$ cat config.mk
export PLATFORM = sky130hd
export DESIGN_NAME = dsp_mem_write_arbiter
export DESIGN_NICKNAME = d
export VERILOG_FILES = /design/src/rtl/dsp_mem_write_arbiter_pkg.sv /design/src/rtl/dsp_mem_write_arbiter_sync_fifo.sv /design/src/rtl/dsp_mem_write_arbiter.sv
export SDC_FILE = /design/constraint.sdc
export NUM_CORES = 1
export LEC_CHECK = 0
export ABC_AREA = 1
export BUFFER_PORTS_ARGS = -buffer_cell sky130_fd_sc_hd__buf_2
export CAP_MARGIN = 20
export CORE_MARGIN = 2
export CORE_UTILIZATION = 56
export DETAILED_ROUTE_END_ITERATION = 7
export HOLD_SLACK_MARGIN = 0.03
export PLACE_DENSITY_LB_ADDON = 0.1
export SYNTH_ARGS = -nofsm -noshare
export SYNTH_HDL_FRONTEND = slang
export SYNTH_SLANG_ARGS = --single-unit
$ cat constraint.sdc
create_clock -name clk -period 3.5 [get_ports clk]
set_clock_uncertainty 0.1 [all_clocks]
set_input_delay 0.175 -clock clk [delete_from_list [all_inputs] [get_ports clk]]
set_output_delay 0.175 -clock clk [all_outputs]
set_load 0.03 [all_outputs]
$ cat src/rtl/dsp_mem_write_arbiter_pkg.sv
// Shared widths, defaults and state encodings for the bank II write arbiter.
// Widths mirror the SRAM/register length definitions of the DSP core.
package dsp_mem_write_arbiter_pkg;

    localparam int SRAM_ADDR_LEN  = 16;
    localparam int REG_WORD_LEN   = 16;
    localparam int ARB_DEPTH      = 4;
    localparam int ARB_STARVE_MAX = 16;

    typedef enum logic {
        ARB_RUN  = 1'b0,
        ARB_HOLD = 1'b1
    } arb_state_e;

endpackage

$ cat src/rtl/dsp_mem_write_arbiter_sync_fifo.sv
// Circular-buffer FIFO holding {addr, data} DMA words for bank II.
// Pointers wrap naturally because DEPTH is a power of two.
module dsp_mem_write_arbiter_sync_fifo #(
    parameter int WIDTH = 32,
    parameter int DEPTH = 4,
    localparam int PW = $clog2(DEPTH),
    localparam int CW = $clog2(DEPTH) + 1
) (
    input  logic             clk,
    input  logic             rst,
    input  logic             push,
    input  logic             pop,
    input  logic [WIDTH-1:0] wr_word,
    output logic [WIDTH-1:0] head,
    output logic [CW-1:0]    count
);

    logic [WIDTH-1:0] mem [DEPTH];
    logic [PW-1:0]    wr_ptr;
    logic [PW-1:0]    rd_ptr;

    always_ff @(posedge clk) begin
        if (rst) begin
            wr_ptr <= '0;
            rd_ptr <= '0;
            count  <= '0;
        end else begin
            if (push) wr_ptr <= wr_ptr + 1'b1;
            if (pop)  rd_ptr <= rd_ptr + 1'b1;
            case ({push, pop})
                2'b10:   count <= count + 1'b1;
                2'b01:   count <= count - 1'b1;
                default: count <= count;
            endcase
        end
    end

    always_ff @(posedge clk) begin
        if (push) mem[wr_ptr] <= wr_word;
    end

    assign head = mem[rd_ptr];

endmodule

$ cat src/rtl/dsp_mem_write_arbiter.sv
// Bank II write-port arbiter: DSP writes pass straight through, DMA words
// queue in a FIFO and drain on idle cycles; a one-cycle hold breaks starvation.
module dsp_mem_write_arbiter
    import dsp_mem_write_arbiter_pkg::*;
#(
    parameter int ADDR_W     = SRAM_ADDR_LEN,
    parameter int DATA_W     = REG_WORD_LEN,
    parameter int DEPTH      = ARB_DEPTH,
    parameter int STARVE_MAX = ARB_STARVE_MAX,
    localparam int CW = $clog2(DEPTH) + 1
) (
    input  logic              clk,
    input  logic              rst,
    input  logic [ADDR_W-1:0] dsp_write_addr,
    input  logic [DATA_W-1:0] dsp_write_data,
    input  logic              dsp_write_en,
    input  logic              dma_valid,
    input  logic [ADDR_W-1:0] dma_addr,
    input  logic [DATA_W-1:0] dma_data,
    output logic              dma_ready,
    output logic [ADDR_W-1:0] sram_write_addr,
    output logic [DATA_W-1:0] sram_write_data,
    output logic              sram_write_en,
    output logic              dsp_hold,
    output logic [CW-1:0]     fifo_count
);

    localparam int SW = $clog2(STARVE_MAX) + 1;
    localparam int WW = ADDR_W + DATA_W;

    arb_state_e      state_q;
    arb_state_e      state_d;
    logic [SW-1:0]   starve_q;
    logic [SW-1:0]   starve_d;
    logic [WW-1:0]   head;
    logic            push;
    logic            pop;
    logic            dsp_sel;
    logic            fifo_empty;
    logic            blocked;

    assign fifo_empty = (fifo_count == '0);
    assign dma_ready  = !rst && (fifo_count < CW'(DEPTH));
    assign push       = dma_valid && dma_ready;
    assign blocked    = (fifo_count == CW'(DEPTH)) && dsp_write_en;

    // During a hold the DSP write is dropped; the frozen pipeline replays it.
    assign dsp_hold = (state_q == ARB_HOLD);
    assign dsp_sel  = !dsp_hold && dsp_write_en;
    assign pop      = !rst && !dsp_sel && !fifo_empty;

    assign sram_write_en   = !rst && (dsp_sel || !fifo_empty);
    assign sram_write_addr = dsp_sel ? dsp_write_addr : head[WW-1:DATA_W];
    assign sram_write_data = dsp_sel ? dsp_write_data : head[DATA_W-1:0];

    dsp_mem_write_arbiter_sync_fifo #(
        .WIDTH (WW),
        .DEPTH (DEPTH)
    ) u_sync_fifo (
        .clk     (clk),
        .rst     (rst),
        .push    (push),
        .pop     (pop),
        .wr_word ({dma_addr, dma_data}),
        .head    (head),
        .count   (fifo_count)
    );

    always_ff @(posedge clk) begin
        if (rst) begin
            state_q  <= ARB_RUN;
            starve_q <= '0;
        end else begin
            state_q  <= state_d;
            starve_q <= starve_d;
        end
    end

    always_comb begin
        state_d  = state_q;
        starve_d = starve_q;
        case (state_q)
            ARB_RUN: begin
                if (!blocked) begin
                    starve_d = '0;
                end else if (starve_q == SW'(STARVE_MAX - 1)) begin
                    state_d  = ARB_HOLD;
                    starve_d = '0;
                end else begin
                    starve_d = starve_q + 1'b1;
                end
            end
            ARB_HOLD: state_d = ARB_RUN;
        endcase
    end

endmodule

* After elaboration in Yosys (flattened, before gate mapping)
Memory sizes are Yosys's and may differ from the RTL's. A register that Yosys moved wholly into a read port is not among the register bits. Cells that the tools add are included.
Word-level totals: register bits after elaboration 13, memory bits (writable) 128, bits of input ports 68, output and inout bits 38, logic and storage cells 43, memories 1
Operators by class: $add $sub $neg 5, magnitude comparators 1, equal/unequal tests 4, multiplexer cells 12, bitwise operators 1, reduce and logical (&&, ||, !) cells 14
Memories:
- u_sync_fifo.mem | depth 4, bits a word 32, read ports 1, clocked after Yosys merged registers in 1, write ports 1, line dsp_mem_write_arbiter_sync_fifo.sv:18 | logic [WIDTH-1:0] mem [DEPTH];
Operators with widths (count):
- $mux 16 | 2
- $mux 5 | 2
- $logic_and 1x1->1 | 7
- $pmux 3 s2 | 1
- $add 5x1->5 const B | 1
- $eq 5x4->1 const B | 1
- $add 2x1->2 const B | 2
- $logic_not 1->1 | 4
- $mux 1 | 4
- $mux 2 | 2
- $add 3x1->3 const B | 1
- $eq 3x3->1 const B | 1
- $logic_not 3->1 | 1
- $lt 3x3->1 const B | 1
- $sub 3x1->3 const B | 1
- $eq 2x1->1 const B | 1
- $eq 2x2->1 const B | 1
- $pmux 1 s2 | 1
- $reduce_bool 2->1 | 1
- $logic_or 1x1->1 | 1
- $not 1->1 | 1

* Longest topological paths before layout
Gate-level depths: netlist (run 1).
word-level depth 7, mapped depth 14, gate-level depth less buffers 14

* Cells and area by module
From an unflattened synthesis (run 1), not the netlist that was laid out.
Unflattened totals: cell total of the unflattened synthesis 511, area, all modules 5954.5 sq um
By module, submodules not included:
- dsp_mem_write_arbiter_sync_fifo | times used 1, cells an instance 364, area each 5207.5 sq um, sequential area each 4023.9 sq um
- dsp_mem_write_arbiter | times used 1, cells an instance 147, area each 747.0 sq um, sequential area each 120.1 sq um

* Worst setup path after synthesis (run 1)
No wires, ideal clock.
kind reg2reg, from register u_sync_fifo.count[2], to memory u_sync_fifo.mem[0][0], enable pin, library setup time 421 ps, arrival 2544 ps, data required time 2979 ps, setup slack 435 ps, stages on the path, launching flop included 4, buffers on the path 0, period minus slack after synthesis 3065 ps, cell sequence dfxtp_1 > nor2_1 > nand2_2 > nor2_1
Between the ends: word-level cells in the longest chain between the ends 5
RTL lines:
- start, declared | line dsp_mem_write_arbiter_sync_fifo.sv:15 | output logic [CW-1:0] count
- start signal, assigned | line dsp_mem_write_arbiter_sync_fifo.sv:31 | 2'b10: count <= count + 1'b1;
- start signal, assigned | line dsp_mem_write_arbiter_sync_fifo.sv:32 | 2'b01: count <= count - 1'b1;
- start signal, assigned | line dsp_mem_write_arbiter_sync_fifo.sv:33 | default: count <= count;
- $lt 3x3->1 | line dsp_mem_write_arbiter.sv:43 | assign dma_ready = !rst && (fifo_count < CW'(DEPTH));
- $logic_and 1x1->1 | line dsp_mem_write_arbiter.sv:43
- named net dma_ready | line dsp_mem_write_arbiter.sv:20 | output logic dma_ready,
- $logic_and 1x1->1 | line dsp_mem_write_arbiter.sv:44 | assign push = dma_valid && dma_ready;
- $mux 1 | line dsp_mem_write_arbiter_sync_fifo.sv:39 | if (push) mem[wr_ptr] <= wr_word;
- $mux 1 (implied by the code) | line dsp_mem_write_arbiter_sync_fifo.sv:39
- end, declared | line dsp_mem_write_arbiter_sync_fifo.sv:18
The timed path passes the listed nets, and every way through them passes these cells.

==> impl_metrics.prom, run 1 <==
# TYPE chip_impl_metric gauge
chip_impl_metric{name="worstPathMaxFanout",unit=""} 64
chip_impl_metric{name="detail_route.iter0.violations",unit=""} 293
chip_impl_metric{name="power.leakage",unit="nW"} 3.06
chip_impl_info{name="unrepaired_setup_endpoints_after_global_routing",value="no"} 1
chip_impl_metric{name="area_of_the_mapped_netlist",unit="mm2"} 0.00596
chip_impl_metric{name="h-tree-depth",unit=""} 4
chip_impl_metric{name="global_route.usage.total",unit=""} 0.229
chip_impl_metric{name="die_w",unit="um"} 107
chip_impl_info{name="timing.critical_path.mode_cell",value="sky130_fd_sc_hd__nand2_1"} 1
chip_impl_metric{name="setup_viol_count_final",unit=""} 0
chip_impl_metric{name="cts.reportedPaths.clkPinSlew",unit="ns"} 0.06
chip_impl_metric{name="critPathArrivalTime",unit="ns"} 2.47
chip_impl_metric{name="power_report.internal_total",unit="W"} 0.00338
chip_impl_metric{name="critical-path-max-stage-delay",unit="ns"} 0.72
chip_impl_metric{name="global_route_wire_length_before_repair",unit="um"} 19800
chip_impl_metric{name="reg2reg_slack",unit="ns"} 1.08
chip_impl_metric{name="swShare",unit=""} 0.223
chip_impl_metric{name="post-cts-setup-buffer-count",unit=""} 0
chip_impl_metric{name="portBuffers",unit=""} 105
chip_impl_metric{name="post_drt_via_cell_ratio",unit=""} 5.14
chip_impl_metric{name="pin_count_of_the_biggest_net_entering_global_routing",unit=""} 65
chip_impl_info{name="clock-root-buffer",value="sky130_fd_sc_hd__clkbuf_8"} 1
chip_impl_metric{name="clock_group_share_of_total_power",unit=""} 0.453
chip_impl_metric{name="maxSlewHeadroom",unit=""} 0.323
chip_impl_metric{name="final.period_utilization",unit=""} 0.783
chip_impl_metric{name="place_congestion",unit=""} 0.760
chip_impl_metric{name="fmaxAchievable",unit="MHz"} 365
chip_impl_metric{name="io-pin-count",unit=""} 106
chip_impl_info{name="mostFrequentLayoutCells",value="sky130_fd_sc_hd__edfxtp_1, sky130_fd_sc_hd__nand2_1, sky130_fd_sc_hd__buf_2, sky130_fd_sc_hd__nor2_1, sky130_fd_sc_hd__o21ai_1"} 1
chip_impl_info{name="most_common_library_cell_in_the_layout_ignoring_fill_and_taps",value="sky130_fd_sc_hd__edfxtp_1"} 1
chip_impl_metric{name="tritoncts_num_sinks",unit=""} 143
chip_impl_metric{name="cts_hold_buf",unit=""} 35
chip_impl_metric{name="max_slew.worst_pin.slew",unit="ns"} 1.02
chip_impl_metric{name="yosys_register_bits",unit=""} 143
chip_impl_metric{name="total_number_of_vias",unit=""} 4276
chip_impl_info{name="critical-path-slowest-cell",value="sky130_fd_sc_hd__inv_2"} 1
chip_impl_metric{name="area_growth",unit="%"} 27.8
chip_impl_info{name="crit_path_start_kind",value="flip-flop"} 1
chip_impl_metric{name="number_of_buffers_created_by_cts",unit=""} 17
chip_impl_metric{name="final_area",unit="mm2"} 0.00762
chip_impl_metric{name="ant_nets",unit=""} 0
chip_impl_metric{name="final.min_clock_period",unit="ns"} 2.74
chip_impl_metric{name="fillers",unit=""} 713
chip_impl_metric{name="grt_antenna_before_repair",unit=""} 0
chip_impl_metric{name="power",unit="W"} 0.00435
chip_impl_metric{name="clock_insertion_delay_worst_skew",unit="ns"} 0.52
chip_impl_metric{name="net_switching_power",unit="W"} 0.000969
chip_impl_metric{name="combinationalPowerShare",unit=""} 0.104
chip_impl_metric{name="globalRoute.totalOverflow",unit=""} 0
chip_impl_metric{name="routed_wl",unit="um"} 12400
chip_impl_metric{name="pwr_density_cell",unit="mW/mm2"} 571
chip_impl_metric{name="path_buf_inv",unit=""} 2
chip_impl_metric{name="post_cts_resize_count",unit=""} 0
chip_impl_metric{name="cp_data_required_time",unit="ns"} 3.22
chip_impl_info{name="crit_path_end_kind",value="output port"} 1
chip_impl_metric{name="net_count_after_synthesis",unit=""} 619
chip_impl_info{name="clock_tree_from_tritoncts",value="yes"} 1
chip_impl_metric{name="yosysWarnings",unit=""} 0
chip_impl_metric{name="floorplan.die.height",unit="um"} 107
chip_impl_info{name="critical_path.top_delay_family",value="buffers and inverters"} 1
chip_impl_metric{name="yosysUniqueCellTypes",unit=""} 26
chip_impl_metric{name="power.ir.vdd_worst",unit="mV"} 0.335
chip_impl_metric{name="avg_synthesized_cell_area",unit="um2"} 11.0
chip_impl_metric{name="drive_above_1_share",unit=""} 0.223
chip_impl_metric{name="slew_viol_final",unit=""} 0
chip_impl_metric{name="sequential_area",unit="mm2"} 0.00415
chip_impl_metric{name="drt_pre_antenna_iters",unit=""} 5
chip_impl_metric{name="routedWlPerCell",unit="um"} 14.9
chip_impl_metric{name="num_rows",unit=""} 37
chip_impl_metric{name="initial_standard_cell_utilization_of_the_core",unit=""} 0.578
chip_impl_info{name="critPathKind",value="reg -> out"} 1
chip_impl_metric{name="fin_tns_setup",unit="ns"} 0
chip_impl_info{name="worstHoldPathType",value="in -> reg"} 1
chip_impl_metric{name="grt_pass1_vias",unit=""} 4088
chip_impl_metric{name="post_synth_inst_count",unit=""} 544
chip_impl_metric{name="pre_cts_slack",unit="ns"} 1.11
chip_impl_metric{name="synth_seq_area_share",unit=""} 0.695
chip_impl_metric{name="placedInstanceArea",unit="mm2"} 0.00658
chip_impl_info{name="outcome",value="finished, final reports clean"} 1
chip_impl_metric{name="number_of_nets_in_the_layout",unit=""} 758
chip_impl_metric{name="timing.final.hold_violations",unit=""} 0
chip_impl_info{name="crit_chain",value="inv_2, o21ai_0, o21ai_1, nand2_1, nand2_1, buf_2"} 1
chip_impl_metric{name="n_diodes",unit=""} 0
chip_impl_metric{name="drc_errors_left",unit=""} 0
chip_impl_metric{name="fin_ws",unit="ns"} 0.758
chip_impl_metric{name="drv.max_cap_violation_count",unit=""} 0
chip_impl_metric{name="dp.final_hpwl",unit="um"} 6890
chip_impl_metric{name="core_area",unit="mm2"} 0.0103
chip_impl_metric{name="timing.hold.ws",unit="ns"} 0.309
chip_impl_metric{name="die_outline_area",unit="mm2"} 0.0115
chip_impl_metric{name="multi_input_area",unit="mm2"} 0.00162
chip_impl_metric{name="ctsLongestPathBuffers",unit=""} 2
chip_impl_metric{name="power.share.sequential",unit=""} 0.443
Yosys cell counts, drive strengths merged:
library cell,number,area [um2]
dfxtp,15,300
clkbuf,7,30.0
nand4,1,6.26
a21oi,11,55.1
o21ai,102,510
ha,6,75.1
o21a,1,7.51
fa,1,20.0
buf,19,125
nor2,110,423
nand3,7,35.0
a211oi,1,7.51
inv,20,75.1
nand2,113,434
xor2,1,8.76
nor4,1,6.26
edfxtp,128,3840
stage by stage:
stage          instances   util
2_1_floorplan        544      -
6_report             832  0.738
5_1_grt              832  0.738
3_3_place_gp         765  0.637
3_5_place_dp         765  0.637
4_1_cts              832  0.738
registers in the layout, summed over array words and instances, names as in the netlist, named ones only:
| name | cells |
|---|---|
| u_sync_fifo.count | 3 |
| u_sync_fifo.rd_ptr | 2 |
| starve_q | 5 |
| dsp_hold | 1 |
| u_sync_fifo.wr_ptr | 2 |
| u_sync_fifo.mem | 128 |
cell type report:
type                       instances  share of cell area
clock buffer                      29              0.0851
clock inverter                     3             0.00542
inverter                          20             0.00985
multi-input combinational        355               0.212
sequential                       143               0.544
tap                              136              0.0223
timing repair buffer             146               0.121
cells by family (layout without fill, tap and decap cells):
kind of cell | after synthesis | count (layout) | share of synthesized area
XOR/XNOR | 1 | 1 | 0.00147
flip-flops | 143 | 143 | 0.695
AO/OA/AOI/OAI | 115 | 115 | 0.0974
AND/OR/NAND/NOR | 232 | 232 | 0.152
adder cells (fa/ha/maj) | 7 | 7 | 0.0159
buffers and inverters | 46 | 198 | 0.0386
path summary, 6_finish.rpt:
path | startpoint | to | cells after the start
setup / recovery | flip-flop | sram_write_data[7] | 6
hold / removal | dma_addr[5] | u_sync_fifo.mem[0][21] | 2
hold reg to reg | starve_q[4] | dsp_hold | 1
setup reg to reg | dsp_hold | u_sync_fifo.count[2] | 14
metal layers:
layer	up-vias	track usage	wire length [um]
met5	-	0	0
met4	0	0.0724	112
met3	10	0.0602	593
met2	137	0.389	6400
met1	1982	0.288	5300
li1	2147	-	-
power by group through the flow:
stage	clock [W]	combinational, W	sequential, W
2_1_floorplan	0	0.000276	0.00197
3_3_place_gp	0	0.000411	0.00196
3_5_place_dp	0	0.000421	0.00196
4_1_cts	0.00199	0.000455	0.00193
5_1_grt	0.00208	0.000498	0.00193
6_report	0.00197	0.000452	0.00193
(Power assumes the default switching activity.)
==> run 2: changes to the inputs <==
ABC_AREA = 0   (was 1)
CORE_UTILIZATION = 55   (was 56)
clock period = 2.6 ns   (was 3.5 ns; I/O delays follow)
==> run 2 against run 1 <==
Clock-buffer cell count down 9. Cell count is 21% lower. Combinational power increased by 27%. Synthesized cell count down 34%. Critical path type unchanged.
==> impl_metrics.prom, run 2 <==
# TYPE chip_impl_metric gauge
chip_impl_info{name="outcome",value="finished, final reports clean"} 1
chip_impl_metric{name="met2WireLength",unit="um"} 6050
chip_impl_metric{name="drive_above_1_share",unit=""} 0.358
chip_impl_metric{name="ys_async_sr_fraction",unit=""} 0
chip_impl_metric{name="num_rows",unit=""} 37
chip_impl_info{name="crit_path_end_kind",value="output port"} 1
chip_impl_metric{name="post_synth_inst_count",unit=""} 357
chip_impl_metric{name="detail_route.iter0.violations",unit=""} 187
chip_impl_metric{name="post_cts_resize_count",unit=""} 0
chip_impl_info{name="routed.top_layer",value="met4"} 1
chip_impl_metric{name="swShare",unit=""} 0.214
chip_impl_metric{name="synth_seq_area_share",unit=""} 0.719
chip_impl_metric{name="grt_pass1_vias",unit=""} 3478
chip_impl_metric{name="fin_ws",unit="ns"} 0.214
chip_impl_info{name="critical_path.top_delay_family",value="flip-flops"} 1
chip_impl_metric{name="area_of_the_mapped_netlist",unit="mm2"} 0.00576
chip_impl_info{name="worstHoldPathType",value="in -> reg"} 1
chip_impl_metric{name="holdPathStages",unit=""} 2
chip_impl_metric{name="post_drt_via_cell_ratio",unit=""} 5.19
chip_impl_metric{name="drt_pre_antenna_iters",unit=""} 4
chip_impl_metric{name="h-tree-depth",unit=""} 4
chip_impl_metric{name="total_number_of_vias",unit=""} 3413
chip_impl_metric{name="pin_count_of_the_biggest_net_entering_global_routing",unit=""} 36
chip_impl_info{name="critPathKind",value="reg -> out"} 1
chip_impl_metric{name="n_diodes",unit=""} 0
chip_impl_metric{name="max_slew.worst_pin.slew",unit="ns"} 0.463
chip_impl_info{name="clock_tree_from_tritoncts",value="yes"} 1
chip_impl_metric{name="floorplan.die.height",unit="um"} 106
chip_impl_info{name="timing.critical_path.mode_cell",value="sky130_fd_sc_hd__nand2_1"} 1
chip_impl_metric{name="worst_r2r_path_depth",unit=""} 8
chip_impl_metric{name="global_route.usage.total",unit=""} 0.217
chip_impl_metric{name="fmaxAchievable",unit="MHz"} 419
chip_impl_metric{name="power.share.sequential",unit=""} 0.459
chip_impl_info{name="largest_registers",value="u_sync_fifo.mem: 128 flops, starve_q: 5 flops, u_sync_fifo.count: 3 flops"} 1
chip_impl_metric{name="maxSlewHeadroom",unit=""} 0.689
chip_impl_metric{name="area_growth",unit="%"} 30.7
chip_impl_metric{name="place_congestion",unit=""} 0.750
chip_impl_metric{name="number_of_nets_in_the_layout",unit=""} 585
chip_impl_info{name="most_common_library_cell_in_the_layout_ignoring_fill_and_taps",value="sky130_fd_sc_hd__edfxtp_1"} 1
chip_impl_metric{name="slew_viol_final",unit=""} 0
chip_impl_metric{name="reg2reg_slack",unit="ns"} 0.28
chip_impl_metric{name="critical-path-max-stage-delay",unit="ns"} 0.54
chip_impl_metric{name="wl_met3",unit="um"} 635
chip_impl_metric{name="critPathArrivalTime",unit="ns"} 2.16
chip_impl_metric{name="number_of_buffers_created_by_cts",unit=""} 17
chip_impl_metric{name="synth_largest_type_area_fraction",unit=""} 0.667
chip_impl_info{name="commonest_cells_in_the_netlist",value="sky130_fd_sc_hd__edfxtp_1, sky130_fd_sc_hd__nand2_1, sky130_fd_sc_hd__mux4_2, sky130_fd_sc_hd__dfxtp_1, sky130_fd_sc_hd__a21oi_1"} 1
chip_impl_metric{name="ant_nets",unit=""} 0
chip_impl_info{name="synth.largest_area_cell",value="sky130_fd_sc_hd__edfxtp_1"} 1
chip_impl_metric{name="portBuffers",unit=""} 105
chip_impl_metric{name="timing.final.hold_violations",unit=""} 0
chip_impl_metric{name="clock_group_share_of_total_power",unit=""} 0.441
chip_impl_metric{name="io-pin-count",unit=""} 106
chip_impl_info{name="unrepaired_setup_endpoints_after_global_routing",value="no"} 1
chip_impl_info{name="synth_flop_cell",value="sky130_fd_sc_hd__edfxtp_1"} 1
chip_impl_metric{name="power.leakage",unit="nW"} 2.82
chip_impl_info{name="timing.rr.start",value="dsp_hold"} 1
chip_impl_metric{name="cp_data_required_time",unit="ns"} 2.37
chip_impl_metric{name="yosys_register_bits",unit=""} 143
chip_impl_metric{name="final.period_utilization",unit=""} 0.918
chip_impl_info{name="hold_path_end",value="u_sync_fifo.mem[3][21]"} 1
chip_impl_metric{name="initial_standard_cell_utilization_of_the_core",unit=""} 0.563
chip_impl_metric{name="pre_cts_slack",unit="ns"} 0.303
chip_impl_metric{name="net_count_after_synthesis",unit=""} 432
chip_impl_metric{name="final.min_clock_period",unit="ns"} 2.39
chip_impl_info{name="clock-root-buffer",value="sky130_fd_sc_hd__clkbuf_8"} 1
chip_impl_metric{name="yosysUniqueCellTypes",unit=""} 37
chip_impl_metric{name="pwr_density_cell",unit="mW/mm2"} 755
chip_impl_info{name="yosys.cell_count.top_type",value="sky130_fd_sc_hd__edfxtp_1"} 1
chip_impl_metric{name="m1WireLength",unit="um"} 4620
chip_impl_metric{name="net_switching_power",unit="W"} 0.00122
chip_impl_info{name="hold_path.startpoint",value="dma_addr[5]"} 1
chip_impl_metric{name="cts_hold_buf",unit=""} 35
chip_impl_info{name="max_flop_register",value="u_sync_fifo.mem"} 1
chip_impl_metric{name="die_outline_area",unit="mm2"} 0.0113
chip_impl_metric{name="core_area",unit="mm2"} 0.0102
chip_impl_metric{name="clock_insertion_delay_worst_skew",unit="ns"} 0.51
chip_impl_metric{name="global_route_wire_length_before_repair",unit="um"} 17900
chip_impl_info{name="critical-path-slowest-cell",value="sky130_fd_sc_hd__dfxtp_2"} 1
chip_impl_info{name="crit_path_start_kind",value="flip-flop"} 1
chip_impl_metric{name="avg_synthesized_cell_area",unit="um2"} 16.1
chip_impl_metric{name="synth_enable_flop_cells",unit=""} 128
chip_impl_metric{name="dp.final_hpwl",unit="um"} 6700
chip_impl_metric{name="routedWlPerCell",unit="um"} 17.4
chip_impl_metric{name="drc_errors_left",unit=""} 0
chip_impl_metric{name="globalRoute.totalOverflow",unit=""} 0
chip_impl_metric{name="path_buf_inv",unit=""} 2
chip_impl_metric{name="grt_antenna_before_repair",unit=""} 0
chip_impl_metric{name="drv.max_cap_violation_count",unit=""} 0
chip_impl_info{name="synth_area_leaders",value="sky130_fd_sc_hd__edfxtp_1, sky130_fd_sc_hd__mux4_2, sky130_fd_sc_hd__nand2_1"} 1
chip_impl_metric{name="routed_wl",unit="um"} 11400
chip_impl_metric{name="worstPathMaxFanout",unit=""} 10
chip_impl_info{name="mostFrequentLayoutCells",value="sky130_fd_sc_hd__edfxtp_1, sky130_fd_sc_hd__buf_2, sky130_fd_sc_hd__nand2_1, sky130_fd_sc_hd__dlygate4sd3_1, sky130_fd_sc_hd__mux4_2"} 1
chip_impl_metric{name="die_w",unit="um"} 106
chip_impl_metric{name="setup_viol_count_final",unit=""} 0
chip_impl_metric{name="tritoncts_num_sinks",unit=""} 143
chip_impl_metric{name="power.ir.vdd_worst",unit="mV"} 0.504
chip_impl_metric{name="power_report.internal_total",unit="W"} 0.00447
chip_impl_metric{name="combinationalPowerShare",unit=""} 0.101
chip_impl_metric{name="yosysWarnings",unit=""} 0
chip_impl_metric{name="largest_register_ff_count",unit=""} 128
chip_impl_info{name="crit_chain",value="buf_4, mux4_2, nand2_1, nand2_1, buf_2"} 1
chip_impl_info{name="reg_to_reg_critical_path_endpoint",value="u_sync_fifo.count[2]"} 1
chip_impl_metric{name="post-cts-setup-buffer-count",unit=""} 0
chip_impl_metric{name="ctsLongestPathBuffers",unit=""} 2
chip_impl_metric{name="fin_tns_setup",unit="ns"} 0
chip_impl_metric{name="cts.reportedPaths.clkPinSlew",unit="ns"} 0.06
## run 2: cell types whose count changed in the layout (fill, tap and decap cells not counted), sizes merged, moves of 3 or more
| cell | change |
|---|---|
| and2 | +4 |
| buf | +6 |
| bufinv | +4 |
| clkbuf | -9 |
| clkinvlp | +3 |
| inv | -13 |
| mux4 | +32 |
| nand2 | -13 |
| nand3 | -4 |
| nor2 | -104 |
| nor3 | +3 |
| o21ai | -101 |
## run 2: logic make-up after synthesis
group                    Yosys count  synth area share
buffers and inverters             26            0.0187
adder cells (fa/ha/maj)            7            0.0165
multiplexers                      33             0.127
AO/OA/AOI/OAI                     14            0.0139
flip-flops                       143             0.719
AND/OR/NAND/NOR                  131             0.101
XOR/XNOR                           3           0.00456
## run 2: worst max-delay path by stage
stage                      endpoint  slack, ns  cells past startpoint
2_1_floorplan  u_sync_fifo.count[2]       0.05                     10
3_3_place_gp   u_sync_fifo.count[2]       0.36                      8
3_5_place_dp   u_sync_fifo.count[2]       0.30                      8
4_1_cts          sram_write_addr[0]       0.16                      5
5_1_grt          sram_write_addr[0]       0.06                      5
6_report         sram_write_addr[0]       0.21                      5
## run 2: area by class of cell
class                   instances  area [um2]
multi-input cells             188        1530
fillers                       627        2700
clock buffers                  20         425
repair buffers                152        1040
flip-flops and latches        143        4150
inverters                       8        30.0
clock inverters                11         190
well taps                     136         170
## run 2: per-stage QoR
stage                     instance area (um2)  total power [W]  cells  hold slack, ns   util
after global placement                   6560          0.00318    592           0.241  0.642
after floorplan                          5760          0.00299    357           0.129      -
after CTS                                7530          0.00573    658           0.241  0.736
after global routing                     7530          0.00588    658           0.252  0.736
final                                    7530          0.00569    658           0.266  0.736
after detailed placement                 6560          0.00319    592           0.247  0.642
## run 2: power by group through the flow
stage / registers (W) / clock network, W / logic [W]
floorplan: 0.00265 / 0 / 0.000339
detailed placement: 0.00265 / 0 / 0.000535
global placement: 0.00265 / 0 / 0.000526
finish: 0.00261 / 0.00251 / 0.000572
CTS: 0.00261 / 0.00255 / 0.000577
global route: 0.00261 / 0.00264 / 0.000622
## run 2: per-layer routing
layer	GRT usage	vias up
met5	0	-
met4	0.0752	0
met3	0.0558	11
met2	0.373	111
met1	0.267	1650
li1	-	1641
